<file path="src/rtl/game_ctrl.sv">
// Game sequencer for the bird/pipe datapath: reset pulse, run/freeze control,
// click gating, and current/high score bookkeeping.
module game_ctrl #(
  parameter int unsigned RST_CYCLES  = 4,
  parameter int unsigned OVER_FRAMES = 60,
  parameter int unsigned SCORE_W     = 10,
  parameter int unsigned SCORE_MAX   = 999
) (
  input  logic               clk,
  input  logic               rst,
  input  logic               mouse_left,
  input  logic               collision,
  input  logic               pipe_passed,
  input  logic               frame_tick,
  output logic               game_rst,
  output logic               mouse_left_game,
  output logic               game_active,
  output logic [1:0]         state,
  output logic [SCORE_W-1:0] score,
  output logic [SCORE_W-1:0] high_score
);

  localparam int unsigned CNT_MAX = (RST_CYCLES > OVER_FRAMES) ? RST_CYCLES : OVER_FRAMES;
  localparam int unsigned CNT_W   = (CNT_MAX < 2) ? 1 : $clog2(CNT_MAX + 1);

  typedef enum logic [1:0] {
    IDLE  = 2'd0,
    START = 2'd1,
    PLAY  = 2'd2,
    OVER  = 2'd3
  } state_t;

  state_t             state_q, state_nxt;
  logic [CNT_W-1:0]   cnt_q, cnt_nxt;
  logic [SCORE_W-1:0] score_nxt, high_nxt;
  logic               mouse_left_prev;
  logic               click;
  logic               game_rst_nxt, game_active_nxt, mouse_left_game_nxt;

  assign click = mouse_left & ~mouse_left_prev;
  assign state = state_q;

  // Shared counter: reset-pulse length in START, frame lockout in OVER.
  always_comb begin
    state_nxt = state_q;
    cnt_nxt   = cnt_q;
    score_nxt = score;
    high_nxt  = high_score;
    case (state_q)
      IDLE: begin
        if (click) begin
          state_nxt = START;
          cnt_nxt   = CNT_W'(RST_CYCLES - 1);
          score_nxt = '0;
        end
      end
      START: begin
        if (cnt_q == '0) begin
          state_nxt = PLAY;
        end else begin
          cnt_nxt = cnt_q - CNT_W'(1);
        end
      end
      PLAY: begin
        if (collision) begin
          state_nxt = OVER;
          cnt_nxt   = CNT_W'(OVER_FRAMES);
          if (score > high_score) begin
            high_nxt = score;
          end
        end else if (pipe_passed && (score < SCORE_W'(SCORE_MAX))) begin
          score_nxt = score + SCORE_W'(1);
        end
      end
      OVER: begin
        if (click && (cnt_q == '0)) begin
          state_nxt = START;
          cnt_nxt   = CNT_W'(RST_CYCLES - 1);
          score_nxt = '0;
        end else if (frame_tick && (cnt_q != '0)) begin
          cnt_nxt = cnt_q - CNT_W'(1);
        end
      end
      default: begin
        state_nxt = IDLE;
      end
    endcase
    game_rst_nxt        = (state_nxt == START);
    game_active_nxt     = (state_nxt == PLAY);
    mouse_left_game_nxt = game_active_nxt & mouse_left;
  end

  always_ff @(posedge clk or negedge rst) begin
    if (!rst) begin
      state_q         <= IDLE;
      cnt_q           <= '0;
      score           <= '0;
      high_score      <= '0;
      mouse_left_prev <= 1'b0;
      game_rst        <= 1'b0;
      game_active     <= 1'b0;
      mouse_left_game <= 1'b0;
    end else begin
      state_q         <= state_nxt;
      cnt_q           <= cnt_nxt;
      score           <= score_nxt;
      high_score      <= high_nxt;
      mouse_left_prev <= mouse_left;
      game_rst        <= game_rst_nxt;
      game_active     <= game_active_nxt;
      mouse_left_game <= mouse_left_game_nxt;
    end
  end

endmodule

</file>
<file path="config.mk">
export PLATFORM = sky130hd
export DESIGN_NAME = game_ctrl
export DESIGN_NICKNAME = d
export VERILOG_FILES = /design/src/rtl/game_ctrl.sv
export SDC_FILE = /design/constraint.sdc
export NUM_CORES = 1
export LEC_CHECK = 0
export ABC_CLOCK_PERIOD_IN_PS = 5200
export BUFFER_PORTS_ARGS = -buffer_cell sky130_fd_sc_hd__buf_2
export CAP_MARGIN = 20
export CORE_MARGIN = 5
export CORE_UTILIZATION = 60
export DETAILED_ROUTE_END_ITERATION = 12
export PLACE_DENSITY = 0.84
export REMOVE_ABC_BUFFERS = 1
export SKIP_CTS_REPAIR_TIMING = 1
export SLEW_MARGIN = 10
export SYNTH_ARGS = -nofsm -noshare
export SYNTH_HDL_FRONTEND = slang
export SYNTH_SLANG_ARGS = --single-unit
</file>
<file path="constraint.sdc">
create_clock -name clk -period 5.2 [get_ports clk]
set_input_delay 0.52 -clock clk [delete_from_list [all_inputs] [get_ports clk]]
set_output_delay 0.52 -clock clk [all_outputs]
set_load 0.005 [all_outputs]
</file>
After elaboration in Yosys (flattened, before gate mapping)
Cells that the tools add are included.

word-level totals
  word-level logic and storage cells = 53
  output and inout port bits = 25
  input bits = 6
  flip-flop bits (word level) = 32

operators by class
  equality and inequality tests = 12
  $lt $le $gt $ge = 2
  muxes and demuxes = 16
  reduce and logical (&&, ||, !) cells = 10
  bitwise logic cells = 3
  add/sub/neg operators = 2

operators by type and width
  cell                                                  number
  two-way mux 10 bit                                    4
  two-way mux 6 bit                                     5
  case mux 10 bit (3 select lines)                      1
  case mux 6 bit (4 select lines)                       1
  != test 2 bit (second input constant)                 6
  adder 10 x 1 -> 10 bit (second input constant)        1
  > comparator 10 bit                                   1
  less-than comparator 10 bit (second input constant)   1
  two-way mux 2 bit                                     4
  case mux 2 bit (4 select lines)                       1
  equality test 2 bit (second input constant)           3
  zero test 6 bit                                       1
  nonzero test 6 bit                                    1
  subtractor 6 x 1 -> 6 bit (second input constant)     1
  AND reduction 5 bit                                   1
  equality test 2 x 1 -> 1 bit (second input constant)  2
  AND reduction 4 bit                                   1
  logical AND 1 bit                                     3
  != test 3 bit (second input constant)                 1
  AND reduction 3 bit                                   1
  nonzero test 3 bit                                    1
  AND 1 bit                                             2
  zero test 2 bit                                       1
  inverter 1 bit                                        1

Depth between registers and ports, before layout
  depth after elaboration = 7
  depth in mapped cells = 8
  depth with buffers taken out = 7

Least setup slack after synthesis
Ideal clock, no wire load.

  path kind = reg-to-reg
  from = register score[4]
  to = register high_score[0]
  stages on the path, launching flop included = 7
  path buffers = 0
  required time = 5.075 ns
  slack = 3.269 ns
  data arrival time = 1.807 ns
  library setup time = 0.125 ns
  clock period less this slack = 1.931 ns
  cells stage by stage = dfrtp_1 -> ha_1 -> and4_1 -> nand4_1 -> o2111ai_1 -> nor2_4 -> mux2_2

between the ends
  word-level cells in the longest chain between the ends = 2

ends and longest elaborated chain
  element                        line  source
  start: declaration             19    output logic [SCORE_W-1:0] score,
  start signal: assignment       106   score <= score_nxt;
  > comparator 10 bit            68    if (score > high_score) begin
  AND reduction 3 bit (no line)  n/a
  end signal: assignment         107   high_score <= high_nxt;
  end: declaration               20    output logic [SCORE_W-1:0] high_score

No other way between the ends.
A chain may end at the register's enable or synchronous reset.

Worst setup path in the final report
  from = register state_q[0], in the netlist state[0]
  to = register score[6]

between the ends
  word-level cells in the longest chain between the ends = 3
  elaborated cells on any way between the ends = 10
  classes of those cells = 6 x eq/ne; 1 x mux; 3 x reduce/logical

ends and longest elaborated chain
  element                                                               line  source
  start: declaration                                                    33    state_t state_q, state_nxt;
  start signal: assignment                                              104   state_q <= state_nxt;
  equality test 2 bit / zero test 2 bit (equally long branches)         49    case (state_q)
  != test 2 bit (no line) / nonzero test 3 bit (equally long branches)  n/a
  AND reduction 5 bit (no line)                                         n/a

Several ways; a longest one is shown, not always the timed one.

==> impl_results.md <==
- Unrepaired setup endpoints after global routing: no
- Die height: between 60 and 70 um
- Final setup violation count: 0
- Worst EP arrival: approximately 2.5 ns
- Skew final: 0.0102 ns
- GP Congestion: just over 0.8
- I/O Pins: 31
- Cell Rows: 20
- DRC Markers: 0
- Initial antenna violation count: 0
- Slew @ Worst Pin: between 0.7 and 0.8 ns
- Clk buf depth: 2
- Critical path, cell by cell: and4bb_1, nand3_1, o2bb2ai_1, nand3b_4, o41ai_1
- Pre-Repair DR Iteration Count: 4
- CP max FO: 24
- Final Cycle Share: 0.427
- CTS buffer count: 5
- Min Tclk post-route: about 2.2 ns
- Die area: between 0.004 and 0.005 mm2
- Clock sinks: 32
- Via count: between 1500 and 2000
- Vias in the first global route: 1595
- Clock latency on the worst-skew pair: 0.34 ns
- Largest net degree at the start of global routing: 33
- Core footprint: between 0.003 and 0.004 mm2
- Synth Warn #: 0
- Seq pwr share: 0.406
- Die width: 67.4 um
- Critical path class: reg2reg
- Top Family by Delay on Critical Path: flip-flops
- Post-layout util: 0.724
- HPWL Detailed: around 3.2 mm
- Diode count: 0
- Setup crit start kind: register
- Number of enable flip-flop cells after synthesis: 0
- Hold_ws: 0.227 ns
- P&R area growth vs syn: 13.5%
- Cells after synthesis: 202
- Max Fclk: ~0.45 GHz
- Post-Syn Area: 0.00198 mm2
- R2r startpoint: state[0]$_DFF_PN0_
- Peak VDD IR: around 0.25 mV
- Power Dens Cells: between 300 and 400 mW/mm2
- Layout cell share with drive strength beyond 1: 0.240
- Largest stage delay on the critical path: around 0.79 ns
- Net Sw Frac: 0.367
- Sequential share of the synthesized area: 0.405
- Clock Power Share: 0.239
- Root Buffer: clkbuf_4
- CP startpoint: state[0]$_DFF_PN0_
- Setup crit end kind: register
- Most frequent cell after synthesis: dfrtp_1
- NumNets Final: between 200 and 300
- Leakage: between 1 and 1.5 nW
- Internal power: roughly 0.56 mW
- Starting Density: 0.638
- Vias/cell: around 6
- WL final: around 4.4 mm
- Min-Delay Path Class: in2async
- Maxcap violations: 0
- Worst Path Buf+Inv: 0
- Seq cells post-synth: 32
- Setup TNS: 0 ns
- Reg clk slew, reported paths: approximately 0.10 ns
- CP required: 5.43 ns
- Grt ovf: 0
- Synth async-reset ratio: 1.00
- First-pass GRT wire length: ~7.6 mm
- Largest area contributor in the netlist: dfrtp_1
- P_sw: 0.327 mW
- DRT antenna net count: 0
- Fin. Hold Viols: 0
- Synth area leaders: dfrtp_1 (40%), ha_1 (8.2%), mux2_2 (4.6%), o21ai_0 (4.3%), a21oi_1 (3.0%)
- H-tree levels: 2
- Top post-synthesis cells by count: dfrtp_1 (32), o21ai_0 (17), inv_1 (15)
- Port Buffers: 30
- Synth unique cells: 53
- DR iter-0 viols: 60
- Total power: a little under 0.9 mW
- Area share of the largest cell type after synthesis: 0.405
- Relative slew slack: 0.480
- Logic pwr share: 0.355
- Crit-path slowest cell: dfrtp_1
- Synthesized area per cell: around 9.8 um2
- Top_reg_cell synth: dfrtp_1
- Total track usage: 0.226
- Final Max Tran Viols: 0
- TritonCTS clock tree: built
- Per-cell routed wire length: roughly 16 um
- Outcome: finished clean
metrics by stage:
stage | cells | instance area, um2 | setup slack (ns)
global placement | 269 | 2150 | 3.08
finish | 277 | 2250 | 2.98
CTS | 277 | 2250 | 3.01
detailed placement | 269 | 2150 | 3.03
global route | 277 | 2250 | 2.79
floorplan | 195 | 1950 | 3.27
worst reg2reg max path, cell delays in order (launching register included):
cell and delay [ns]:
dfrtp_1 0.79, and4bb_1 0.35, nand3_1 0.09, o2bb2ai_1 0.33, nand3b_4 0.29, o41ai_1 0.26
placed cells by master, fill, tap and decap left out, drive strengths merged, types with 4 or more instances in the layout:
cell type	instances
a21boi	4
buf	30
dfrtp	32
nor2	15
nand3	8
mux2	11
o21ai	18
o31ai	5
a21oi	12
ha	13
inv	15
clkbuf	7
a41oi	4
nand2	12
worst paths after layout:
path | end | slack (ns) | cells past startpoint
max | score[6]$_DFFE_PN0P_ | 2.98 | 5
min in group clk | mouse_left_prev$_DFF_PN0_ | 0.33 | 1
max reg2reg | score[6]$_DFFE_PN0P_ | 2.98 | 5
min | high_score[5]$_DFFE_PN0P_ | 0.23 | 1
min reg2reg | high_score[6]$_DFFE_PN0P_ | 0.52 | 1
max in group asynchronous | cnt_q[4]$_DFFE_PN0P_ | 4.51 | 1
sequential cells by signal (all words and copies together) (netlist names):
register         cells
mouse_left_game      1
game_active          1
high_score          10
score               10
mouse_left_prev      1
game_rst             1
state                2
cnt_q                6
power by group through the flow:
stage               Sequential [mW]  Clock [mW]  Combinational (mW)
floorplan                     0.353           0               0.228
CTS                           0.361       0.217               0.318
global route                  0.371       0.231               0.361
finish                        0.362       0.214               0.316
detailed placement            0.365           0               0.316
global placement              0.365           0               0.300
cells by family (layout without fill, tap and decap cells):
family / after synthesis / after routing / synth area share
adders and majority gates: 13 / 13 / 0.0822
DFF: 32 / 32 / 0.405
AOI/OAI and AO/OA: 62 / 62 / 0.209
and+or+nand+nor: 61 / 61 / 0.190
buffers and inverters: 22 / 53 / 0.0449
muxes: 12 / 12 / 0.0695
final cells by class:
cell class                 instances  area, um2
timing repair buffer              30        150
fill                             245        856
clock inverter                     1       30.0
multi-input combinational        148       1090
sequential                        32        801
tap                               44       55.1
clock buffer                       7       65.1
inverter                          15       56.3
routing by layer:
| layer | track usage | share of wire | up-vias |
|---|---|---|---|
| met4 | 0.0709 | 0.013 | 0 |
| li1 | - | - | 823 |
| met5 | 0 | 0 | - |
| met1 | 0.277 | 0.43 | 814 |
| met2 | 0.396 | 0.51 | 41 |
| met3 | 0.0483 | 0.045 | 7 |
Note: power is estimated with default switching activity, not from simulation.
